$ cat config.mk
export PLATFORM = sky130hd
export DESIGN_NAME = clkdiv_multi
export DESIGN_NICKNAME = d
export VERILOG_FILES = /design/src/rtl/clkdiv_multi.sv
export SDC_FILE = /design/constraint.sdc
export NUM_CORES = 1
export LEC_CHECK = 0
export CAP_MARGIN = 5
export CORE_MARGIN = 10
export CORE_UTILIZATION = 41
export CTS_CLUSTER_DIAMETER = 30
export CTS_CLUSTER_SIZE = 12
export DETAILED_ROUTE_END_ITERATION = 7
export DONT_BUFFER_PORTS = 1
export GPL_ROUTABILITY_DRIVEN = 0
export GPL_TIMING_DRIVEN = 0
export HOLD_SLACK_MARGIN = 0.03
export SYNTH_ARGS = -nofsm -noshare
export SYNTH_HDL_FRONTEND = slang
export SYNTH_SLANG_ARGS = --single-unit
$ cat constraint.sdc
create_clock -name clk -period 11.7 [get_ports clk]
set_input_delay 1.755 -clock clk [delete_from_list [all_inputs] [get_ports clk]]
set_output_delay 1.755 -clock clk [all_outputs]
set_load 0.1 [all_outputs]
$ cat src/rtl/clkdiv_multi.sv
// Multi-channel programmable clock divider with shadowed divisors and transfer acknowledge.
// Optional terminal-count tick outputs are built only when CLKDIV_TICK_OUT_EN is defined.
module clkdiv_multi #(
    parameter int unsigned NUM_CH  = 2,
    parameter int unsigned CNT_W   = 16,
    parameter int unsigned DEF_DIV = 32768
) (
    input  logic              clk,
    input  logic              rst_n,
    input  logic [NUM_CH-1:0] en,
    input  logic              div_wr,
    input  logic [2:0]        div_ch,
    input  logic [CNT_W-1:0]  div_val,
    output logic [NUM_CH-1:0] div_ack,
    output logic [NUM_CH-1:0] clk_out,
    output logic [NUM_CH-1:0] tick
);

    localparam logic [CNT_W-1:0] DefDiv = CNT_W'(DEF_DIV);
    localparam logic [CNT_W-1:0] MinDiv = CNT_W'(2);

    logic [CNT_W-1:0] w_div_clamp;

    assign w_div_clamp = (div_val < MinDiv) ? MinDiv : div_val;

    for (genvar g = 0; g < NUM_CH; g++) begin : g_ch
        logic [CNT_W-1:0] r_cnt, r_div, r_shd;
        logic             r_pend, r_clk, r_ack;
        logic [CNT_W-1:0] w_cnt_nxt, w_div_nxt, w_shd_nxt;
        logic             w_pend_nxt, w_clk_nxt, w_wr_hit, w_wrap, w_xfer;

        assign w_wr_hit = div_wr && (div_ch == 3'(g));
        assign w_wrap   = (r_cnt == (r_div - CNT_W'(1)));

        always_comb begin
            // A write landing on the transfer edge wins; the new shadow waits for the next wrap.
            w_xfer     = r_pend && !w_wr_hit && (!en[g] || w_wrap);
            w_cnt_nxt  = (!en[g] || w_wrap) ? '0 : r_cnt + CNT_W'(1);
            w_div_nxt  = w_xfer ? r_shd : r_div;
            w_shd_nxt  = w_wr_hit ? w_div_clamp : r_shd;
            w_pend_nxt = w_wr_hit || (r_pend && !w_xfer);
            // Decode on next-state values so the flop tracks the counter it is registered with.
            w_clk_nxt  = en[g] && (w_cnt_nxt >= (w_div_nxt - (w_div_nxt >> 1)));
        end

        always_ff @(posedge clk or negedge rst_n) begin
            if (!rst_n) begin
                r_cnt  <= '0;
                r_div  <= DefDiv;
                r_shd  <= DefDiv;
                r_pend <= 1'b0;
                r_clk  <= 1'b0;
                r_ack  <= 1'b0;
            end else begin
                r_cnt  <= w_cnt_nxt;
                r_div  <= w_div_nxt;
                r_shd  <= w_shd_nxt;
                r_pend <= w_pend_nxt;
                r_clk  <= w_clk_nxt;
                r_ack  <= w_xfer;
            end
        end

        assign clk_out[g] = r_clk;
        assign div_ack[g] = r_ack;

`ifdef CLKDIV_TICK_OUT_EN
        logic r_tick;

        always_ff @(posedge clk or negedge rst_n) begin
            if (!rst_n) begin
                r_tick <= 1'b0;
            end else begin
                r_tick <= en[g] && w_wrap;
            end
        end

        assign tick[g] = r_tick;
`else
        assign tick[g] = 1'b0;
`endif
    end

endmodule

==> impl_metrics.xml, run 1 <==
<?xml version="1.0" encoding="UTF-8"?>
<metrics>
  <group name="die">
    <metric name="die_extent_in_x" unit="um">158</metric>
    <metric name="die-height" unit="um">158</metric>
    <metric name="core_area" unit="mm^2">0.0187</metric>
    <metric name="floorplan.initialDensity" unit="">0.416</metric>
    <metric name="fp.dieArea" unit="mm^2">0.0249</metric>
    <metric name="ioPinCount" unit="">30</metric>
    <metric name="std_cell_rows" unit="">50</metric>
  </group>
  <group name="route">
    <metric name="avgRoutedWirePerCell" unit="um">16.4</metric>
    <metric name="detailedRoute.firstIterationViolations" unit="">391</metric>
    <metric name="first_pass_drt_iterations" unit="">7</metric>
    <metric name="vias" unit="">6231</metric>
    <metric name="vias_per_cell" unit="">5.44</metric>
    <metric name="drc" unit="">0</metric>
    <metric name="wirelength" unit="um">18800</metric>
    <metric name="postRouteAntennaNets" unit="">0</metric>
  </group>
  <group name="sta">
    <metric name="timing.final.crit_share" unit="">0.644</metric>
    <metric name="maxSlewHeadroom" unit="">0.550</metric>
    <metric name="skew" unit="ps">9.83</metric>
    <metric name="worst_hold_margin" unit="ps">467</metric>
    <metric name="period_minus_slack" unit="ps">7540</metric>
    <metric name="final_worst_setup_slack" unit="ps">4160</metric>
    <metric name="grt_setup_unrepaired" unit="">no</metric>
    <metric name="worst_slew_pin_slew" unit="ps">672</metric>
    <metric name="timing_max_transition_violations_final" unit="">0</metric>
    <metric name="timing.setup.tns" unit="ps">0</metric>
    <metric name="clock.fmax" unit="MHz">133</metric>
    <metric name="final-setup-viol-count" unit="">0</metric>
    <metric name="final-hold-violation-count" unit="">0</metric>
  </group>
  <group name="yosys">
    <metric name="yosys.area_share.adder" unit="">0.102</metric>
    <metric name="synthSimpleGateAreaFrac" unit="">0.222</metric>
    <metric name="synthesis.yosys.warnings" unit="">0</metric>
    <metric name="synth_cells" unit="">894</metric>
    <metric name="synthesis.area" unit="mm^2">0.00778</metric>
    <metric name="number_of_synthesized_flops_with_an_enable_pin" unit="">0</metric>
    <metric name="synth.distinct_cells" unit="">83</metric>
    <metric name="async_reset_ff_frac" unit="">1.00</metric>
    <metric name="largest_family_of_logic_cells_by_synthesized_area" unit="">simple AND/OR/NAND/NOR gates</metric>
    <metric name="synth-main-ff-cell" unit="">sky130_fd_sc_hd__dfrtp_1</metric>
    <metric name="syn_area_cell" unit="um^2">8.70</metric>
    <metric name="synthesized_flop_and_latch_total" unit="">102</metric>
    <metric name="synth-compound-area-share" unit="">0.153</metric>
    <metric name="xor_and_xnor_area_share_after_synthesis" unit="">0.101</metric>
    <metric name="synth.mux.area_fraction" unit="">0.0438</metric>
    <metric name="synth_sequential_area_ratio" unit="">0.329</metric>
  </group>
  <group name="status">
    <metric name="status" unit="">completed</metric>
  </group>
  <group name="worst_setup_path">
    <metric name="cpMaxStageDelayCell" unit="">sky130_fd_sc_hd__clkbuf_1</metric>
    <metric name="path_common_cell" unit="">sky130_fd_sc_hd__ha_1</metric>
    <metric name="kind_of_cell_adding_the_most_delay_to_the_critical_path" unit="">compound AO/OA/AOI/OAI gates</metric>
    <metric name="crit_path_max_fanout" unit="">10</metric>
    <metric name="cp.arrival" unit="ps">7780</metric>
    <metric name="worst-endpoint-required" unit="ps">11940</metric>
    <metric name="critical_path.startpoint_type" unit="">flop</metric>
    <metric name="critical_path_class" unit="">flop to flop</metric>
    <metric name="timing.critical_path.buf_inv" unit="">4</metric>
    <metric name="cp-end-kind" unit="">flop</metric>
    <metric name="max_stage_delay" unit="ps">550</metric>
  </group>
  <group name="final_layout">
    <metric name="n_antenna_cell" unit="">0</metric>
    <metric name="areaGrowthSynthToFinish" unit="%">7.51</metric>
    <metric name="final_common_cell" unit="">sky130_fd_sc_hd__nand2_1</metric>
    <metric name="fin_nets" unit="">992</metric>
    <metric name="most-common-layout-cells" unit="">sky130_fd_sc_hd__nand2_1, sky130_fd_sc_hd__dfrtp_1, sky130_fd_sc_hd__nor2_1</metric>
    <metric name="final_layout_size_suffix_gt1_frac" unit="">0.0659</metric>
    <metric name="postLayoutCellArea" unit="mm^2">0.00836</metric>
  </group>
  <group name="place">
    <metric name="post_place_worst_slack" unit="ps">4250</metric>
    <metric name="place_hpwl" unit="um">14600</metric>
    <metric name="placement.cell_area" unit="mm^2">0.00807</metric>
    <metric name="portBuffers" unit="">0</metric>
  </group>
  <group name="global_route">
    <metric name="grt_max_degree" unit="">103</metric>
    <metric name="global_route_wire_length_before_repair" unit="um">30700</metric>
    <metric name="via_count_of_the_first_global_routing_pass" unit="">5836</metric>
    <metric name="number_of_antenna_violations_at_the_first_check_in_global_routing" unit="">0</metric>
    <metric name="grt.total_usage" unit="">0.153</metric>
    <metric name="grt_overflow_total" unit="">0</metric>
  </group>
  <group name="power">
    <metric name="total_leakage_power" unit="nW">3.92</metric>
    <metric name="report.power.total" unit="W">0.00214</metric>
    <metric name="power_density" unit="mW/mm^2">256</metric>
    <metric name="ir_drop" unit="mV">0.0807</metric>
  </group>
  <group name="run">
    <metric name="max_cap_viol_count" unit="">0</metric>
  </group>
  <group name="clocking">
    <metric name="cts.root.buffer_cell" unit="">sky130_fd_sc_hd__clkbuf_16</metric>
    <metric name="clkSlewWorstSetupHoldPaths" unit="ps">80</metric>
    <metric name="cts_setup_buffers" unit="">0</metric>
    <metric name="cts-resized-gates" unit="">0</metric>
    <metric name="clk_path_buf_depth" unit="">2</metric>
    <metric name="cts_tree" unit="">yes</metric>
    <metric name="worstSkewPairLatency" unit="ps">360</metric>
    <metric name="count_of_hold_buffers_inserted_by_post_cts_repair" unit="">0</metric>
    <metric name="cts_buffers" unit="">9</metric>
    <metric name="h-tree-depth" unit="">3</metric>
    <metric name="clock_sinks" unit="">102</metric>
  </group>
  <group name="hold_path">
    <metric name="hold_path.class" unit="">flop to flop</metric>
  </group>
</metrics>
synth_stat cells (4+ instances only):
cell | instances | share of area
sky130_fd_sc_hd__nand3b_1 | 6 | 0.0058
sky130_fd_sc_hd__nor4_1 | 13 | 0.010
sky130_fd_sc_hd__nand2b_1 | 14 | 0.011
sky130_fd_sc_hd__o211ai_1 | 5 | 0.0048
sky130_fd_sc_hd__dfstp_2 | 4 | 0.014
sky130_fd_sc_hd__nor2_1 | 68 | 0.033
sky130_fd_sc_hd__nand4_1 | 7 | 0.0056
sky130_fd_sc_hd__a31oi_1 | 4 | 0.0032
sky130_fd_sc_hd__clkbuf_1 | 30 | 0.014
sky130_fd_sc_hd__dfrtp_1 | 98 | 0.32
sky130_fd_sc_hd__nand2_1 | 128 | 0.062
sky130_fd_sc_hd__xnor2_1 | 45 | 0.051
sky130_fd_sc_hd__or2_2 | 4 | 0.0032
sky130_fd_sc_hd__mux2_2 | 8 | 0.012
sky130_fd_sc_hd__nor2b_1 | 10 | 0.0080
sky130_fd_sc_hd__or4_1 | 6 | 0.0058
sky130_fd_sc_hd__a21o_1 | 19 | 0.018
sky130_fd_sc_hd__xor2_1 | 42 | 0.047
sky130_fd_sc_hd__nand3_1 | 36 | 0.023
sky130_fd_sc_hd__ha_1 | 60 | 0.097
sky130_fd_sc_hd__a21oi_1 | 34 | 0.022
sky130_fd_sc_hd__o21ai_0 | 31 | 0.020
sky130_fd_sc_hd__mux2i_1 | 25 | 0.032
sky130_fd_sc_hd__nor3_1 | 19 | 0.012
sky130_fd_sc_hd__o21a_1 | 5 | 0.0048
sky130_fd_sc_hd__nor3b_1 | 7 | 0.0068
sky130_fd_sc_hd__or3_1 | 5 | 0.0040
sky130_fd_sc_hd__o21ai_1 | 4 | 0.0026
sky130_fd_sc_hd__and3_1 | 15 | 0.012
sky130_fd_sc_hd__inv_1 | 49 | 0.024
sky130_fd_sc_hd__buf_4 | 6 | 0.0058
stage by stage:
stage,utilization,cells
after detailed placement,0.432,1129
after CTS,0.447,1145
after floorplan,-,895
final,0.447,1145
after global placement,0.432,1129
after global routing,0.447,1145
worst reg2reg max path, stage by stage, from the launching register on:
cell	delay, ps
sky130_fd_sc_hd__dfrtp_1	460
sky130_fd_sc_hd__inv_1	110
sky130_fd_sc_hd__ha_1	270
sky130_fd_sc_hd__nor4b_1	440
sky130_fd_sc_hd__xnor2_1	120
sky130_fd_sc_hd__or4_1	420
sky130_fd_sc_hd__a2111oi_2	420
sky130_fd_sc_hd__o2111ai_2	360
sky130_fd_sc_hd__a21oi_4	370
sky130_fd_sc_hd__clkbuf_1	550
sky130_fd_sc_hd__buf_1	550
sky130_fd_sc_hd__nor2_1	100
sky130_fd_sc_hd__a21oi_1	240
sky130_fd_sc_hd__inv_1	120
sky130_fd_sc_hd__ha_1	290
sky130_fd_sc_hd__nor2b_1	120
sky130_fd_sc_hd__o21ai_0	160
sky130_fd_sc_hd__nand2b_1	120
sky130_fd_sc_hd__o21ai_1	330
sky130_fd_sc_hd__o2111ai_1	220
sky130_fd_sc_hd__a31oi_1	460
sky130_fd_sc_hd__a311oi_1	200
sky130_fd_sc_hd__ha_1	240
sky130_fd_sc_hd__or4_1	500
sky130_fd_sc_hd__o21ai_0	180
sky130_fd_sc_hd__a21oi_1	90
routing by layer:
metal | global-route usage | share of wire | vias up
li1 | - | - | 3166
met1 | 0.228 | 0.52 | 2942
met2 | 0.216 | 0.41 | 107
met3 | 0.0326 | 0.054 | 16
met4 | 0.0432 | 0.012 | 0
met5 | 0 | 0 | -
final timing paths:
path	to	slack, ps	start	depth (start not counted)
worst max-delay path	g_ch[0].r_clk	4160	g_ch[0].r_div[0]	25
worst min-delay path	g_ch[1].r_shd[15]	470	g_ch[1].r_shd[15]	2
worst max register to register	g_ch[0].r_clk	4160	g_ch[0].r_div[0]	25
worst min register to register	g_ch[1].r_shd[15]	470	g_ch[1].r_shd[15]	2
max in group asynchronous	g_ch[0].r_div[15]	10380	rst_n	0
min in group asynchronous	g_ch[1].r_clk	1090	rst_n	0
cells by family (layout without fill, tap and decap cells):
| logic type | after synthesis | after routing |
|---|---|---|
| other cells | 1 | 2 |
| mux | 33 | 33 |
| fa+ha+maj | 62 | 62 |
| simple gates | 355 | 355 |
| buf+inv | 93 | 109 |
| compound gates | 160 | 160 |
| xor+xnor | 88 | 88 |
| flops | 102 | 102 |
registers in the layout, summed over array words and instances (netlist names):
name,flops
g_ch.r_ack,2
g_ch.r_clk,2
g_ch.r_cnt,32
g_ch.r_div,32
g_ch.r_pend,2
g_ch.r_shd,32
power by group:
part | internal (W) | total, W | switching [W]
combinational | 0.000576 | 0.00134 | 0.000760
clock | 0.000150 | 0.000301 | 0.000151
sequential | 0.000424 | 0.000507 | 0.0000832
total | 0.00115 | 0.00214 | 0.000995
layout make-up:
| class | count | area (um^2) |
|---|---|---|
| Buffer | 40 | 183 |
| Tap cell | 234 | 293 |
| Inverter | 53 | 199 |
| Multi-Input combinational cell | 700 | 4840 |
| Clock buffer | 9 | 225 |
| Fill cell | 1828 | 10300 |
| Sequential cell | 102 | 2560 |
| Clock inverter | 7 | 62.6 |
Power figures use the tool's default switching activity.
==> run 2: changes to the inputs <==
==> constraint.sdc (replaced) <==
create_clock -name clk -period 7 [get_ports clk]
set_input_delay 1.05 -clock clk [delete_from_list [all_inputs] [get_ports clk]]
set_output_delay 1.05 -clock clk [all_outputs]
set_load 0.1 [all_outputs]
==> run 2 against run 1 <==
Effect of this change: sequential power up 67%; highest routed layer unchanged; first-iteration DRC count up 11%; sequential share of layout area down 0.34 points; global-route usage about the same; setup slack worse by 3700 ps; sequential cell count unchanged; final area up 1.1%; non-clock buffer count up 4; core utilization up 0.51 points; critical path type unchanged.
==> impl_metrics.xml, run 2 (synthesis gave the netlist of run 1 again) <==
<?xml version="1.0" encoding="UTF-8"?>
<metrics>
  <group name="place">
    <metric name="placedCellCount" unit="">1129</metric>
    <metric name="post_place_worst_slack" unit="ps">-448</metric>
    <metric name="portBuffers" unit="">0</metric>
    <metric name="place_hpwl" unit="um">14600</metric>
  </group>
  <group name="sta">
    <metric name="timing.setup.tns" unit="ps">0</metric>
    <metric name="final_worst_setup_slack" unit="ps">422</metric>
    <metric name="timing.final.crit_share" unit="">0.940</metric>
    <metric name="maxSlewHeadroom" unit="">0.606</metric>
    <metric name="skew" unit="ps">10.6</metric>
    <metric name="period_minus_slack" unit="ps">6580</metric>
    <metric name="clock.fmax" unit="MHz">152</metric>
    <metric name="final-setup-viol-count" unit="">0</metric>
    <metric name="worst_slew_pin_slew" unit="ps">592</metric>
    <metric name="final-hold-violation-count" unit="">0</metric>
    <metric name="timing_max_transition_violations_final" unit="">0</metric>
  </group>
  <group name="route">
    <metric name="topRoutingLayerUsed" unit="">met4</metric>
    <metric name="m1WireLength" unit="um">9980</metric>
    <metric name="wl_met3" unit="um">919</metric>
    <metric name="avgRoutedWirePerCell" unit="um">16.5</metric>
    <metric name="vias_per_cell" unit="">5.46</metric>
    <metric name="first_pass_drt_iterations" unit="">5</metric>
    <metric name="drc" unit="">0</metric>
    <metric name="wirelength" unit="um">19000</metric>
    <metric name="wl_met2" unit="um">7870</metric>
    <metric name="vias" unit="">6276</metric>
    <metric name="detailedRoute.firstIterationViolations" unit="">435</metric>
    <metric name="postRouteAntennaNets" unit="">0</metric>
  </group>
  <group name="worst_setup_path">
    <metric name="reg2reg_from" unit="">g_ch[1].r_div[3]</metric>
    <metric name="cp-end-kind" unit="">flop</metric>
    <metric name="worst-endpoint-required" unit="ps">7230</metric>
    <metric name="crit_path_max_fanout" unit="">10</metric>
    <metric name="critical_path_class" unit="">flop to flop</metric>
    <metric name="timing.reg2reg.setup_slack" unit="ps">420</metric>
    <metric name="worst-r2r-cell-count" unit="">26</metric>
    <metric name="cp.arrival" unit="ps">6810</metric>
    <metric name="critical_path.startpoint_type" unit="">flop</metric>
    <metric name="reg2reg_to" unit="">g_ch[1].r_clk</metric>
  </group>
  <group name="final_layout">
    <metric name="fin_nets" unit="">996</metric>
    <metric name="final_layout_size_suffix_gt1_frac" unit="">0.0798</metric>
    <metric name="most-common-layout-cells" unit="">sky130_fd_sc_hd__nand2_1, sky130_fd_sc_hd__dfrtp_1, sky130_fd_sc_hd__nor2_1</metric>
    <metric name="fillerInstances" unit="">1822</metric>
    <metric name="sequential_cell_area" unit="mm^2">0.00256</metric>
    <metric name="final_core_util" unit="">0.452</metric>
    <metric name="final_common_cell" unit="">sky130_fd_sc_hd__nand2_1</metric>
    <metric name="area_of_the_multi_input_gates" unit="mm^2">0.00490</metric>
    <metric name="post_layout_nonfiller_instances" unit="">1149</metric>
    <metric name="areaGrowthSynthToFinish" unit="%">8.74</metric>
    <metric name="largestRegisters" unit="">g_ch.r_cnt (32), g_ch.r_div (32), g_ch.r_shd (32)</metric>
    <metric name="n_antenna_cell" unit="">0</metric>
  </group>
  <group name="clocking">
    <metric name="count_of_hold_buffers_inserted_by_post_cts_repair" unit="">0</metric>
    <metric name="cts.root.buffer_cell" unit="">sky130_fd_sc_hd__clkbuf_16</metric>
    <metric name="cts_tree" unit="">yes</metric>
    <metric name="worstSkewPairLatency" unit="ps">360</metric>
    <metric name="h-tree-depth" unit="">3</metric>
    <metric name="clk_path_buf_depth" unit="">2</metric>
    <metric name="clkSlewWorstSetupHoldPaths" unit="ps">80</metric>
    <metric name="cts_buffers" unit="">9</metric>
    <metric name="clock_sinks" unit="">102</metric>
  </group>
  <group name="power">
    <metric name="total_leakage_power" unit="nW">3.95</metric>
    <metric name="power_density" unit="mW/mm^2">429</metric>
    <metric name="report.power.total" unit="W">0.00363</metric>
    <metric name="ir_drop" unit="mV">0.136</metric>
  </group>
  <group name="die">
    <metric name="die-height" unit="um">158</metric>
    <metric name="fp.dieArea" unit="mm^2">0.0249</metric>
    <metric name="die_extent_in_x" unit="um">158</metric>
    <metric name="floorplan.initialDensity" unit="">0.416</metric>
    <metric name="core_area" unit="mm^2">0.0187</metric>
    <metric name="ioPinCount" unit="">30</metric>
    <metric name="std_cell_rows" unit="">50</metric>
  </group>
  <group name="global_route">
    <metric name="via_count_of_the_first_global_routing_pass" unit="">5845</metric>
    <metric name="grt_overflow_total" unit="">0</metric>
    <metric name="grt.total_usage" unit="">0.153</metric>
    <metric name="grt_max_degree" unit="">103</metric>
    <metric name="global_route_wire_length_before_repair" unit="um">30800</metric>
    <metric name="number_of_antenna_violations_at_the_first_check_in_global_routing" unit="">0</metric>
  </group>
  <group name="hold_path">
    <metric name="hold_path.class" unit="">input port to asynchronous set/reset pin</metric>
  </group>
  <group name="run">
    <metric name="max_cap_viol_count" unit="">0</metric>
  </group>
  <group name="status">
    <metric name="status" unit="">completed</metric>
  </group>
</metrics>
## run 2: cell count changes in the layout (fill, tap and decap cells not counted), sizes merged
| cell | delta |
|---|---|
| buf | +4 |
## run 2: report_power, final
group / switching [W] / internal (W) / leakage, nW
Combinational: 0.00130 / 0.000981 / 2.49
Sequential: 0.000141 / 0.000708 / 1.33
Clock: 0.000254 / 0.000250 / 0.139
## run 2: worst max path at each step
stage,startpoint,endpoint
6_report,g_ch[1].r_div[3],g_ch[1].r_clk
4_1_cts,g_ch[0].r_div[3],g_ch[0].r_clk
5_1_grt,g_ch[0].r_div[3],g_ch[0].r_clk
2_1_floorplan,g_ch[0].r_div[0],g_ch[0].r_clk
3_5_place_dp,g_ch[0].r_div[0],g_ch[0].r_clk
3_3_place_gp,g_ch[0].r_div[0],g_ch[0].r_clk
## run 2: per-stage QoR
step / area, um^2 / hold slack [ps]
after detailed placement: 8070 / 454
after CTS: 8370 / 372
after floorplan: 7780 / 439
final: 8460 / 386
after global placement: 8070 / 451
after global routing: 8460 / 376
## run 2: timing repair
item	CTS	global route
buffers inserted	0	4
endpoints found under the setup margin	1	2
gates cloned	0	0
gates resized for setup	4	11
pin swaps	0	3
## run 2: layout make-up
| cell class | count | area share |
|---|---|---|
| clock buffers | 9 | 0.0266 |
| plain buffers | 40 | 0.0226 |
| multi-input cells | 700 | 0.579 |
| flip-flops and latches | 102 | 0.302 |
| clock inverters | 7 | 0.00740 |
| repair buffers | 4 | 0.00355 |
| inverters | 53 | 0.0235 |
| well taps | 234 | 0.0346 |
## run 2: critical path: stages, from the launching register on
cell and delay, ps:
sky130_fd_sc_hd__dfrtp_1 480, sky130_fd_sc_hd__or4_4 600, sky130_fd_sc_hd__nor4b_1 390, sky130_fd_sc_hd__xnor2_1 190
sky130_fd_sc_hd__nand4_1 220, sky130_fd_sc_hd__o41ai_4 460, sky130_fd_sc_hd__nand2_4 170, sky130_fd_sc_hd__inv_2 130
sky130_fd_sc_hd__buf_6 140, sky130_fd_sc_hd__clkbuf_1 470, sky130_fd_sc_hd__nor2_1 80, sky130_fd_sc_hd__a21o_1 210
sky130_fd_sc_hd__ha_1 290, sky130_fd_sc_hd__a21o_1 250, sky130_fd_sc_hd__or3_1 320, sky130_fd_sc_hd__a31oi_1 260
sky130_fd_sc_hd__xnor2_1 190, sky130_fd_sc_hd__ha_1 270, sky130_fd_sc_hd__a21o_1 150, sky130_fd_sc_hd__a21o_1 160
sky130_fd_sc_hd__a21o_1 170, sky130_fd_sc_hd__a21oi_1 170, sky130_fd_sc_hd__nor2b_1 60, sky130_fd_sc_hd__o21ai_0 150
sky130_fd_sc_hd__a21oi_1 100, sky130_fd_sc_hd__o31ai_1 230, sky130_fd_sc_hd__a31oi_1 120
## run 2: per-layer routing
layer	track usage	vias up
li1	-	3176
met1	0.228	2985
met2	0.217	101
met3	0.0326	14
met4	0.0432	0
met5	0	-
==> run 3: changes to the inputs <==
==> constraint.sdc (replaced) <==
create_clock -name clk -period 8.4 [get_ports clk]
set_input_delay 1.26 -clock clk [delete_from_list [all_inputs] [get_ports clk]]
set_output_delay 1.26 -clock clk [all_outputs]
set_load 0.1 [all_outputs]
==> results of run 3 <==
Same layout as run 1 (identical final DEF). Status: completed.
Among the figures that moved: setup slack after placement 4250 ps -> 952 ps; setup slack after layout 4160 ps -> 865 ps; register-to-register setup slack 4160 ps -> 860 ps; total power 0.00214 W -> 0.00299 W; worst IR drop on VDD 0.0807 mV -> 0.112 mV
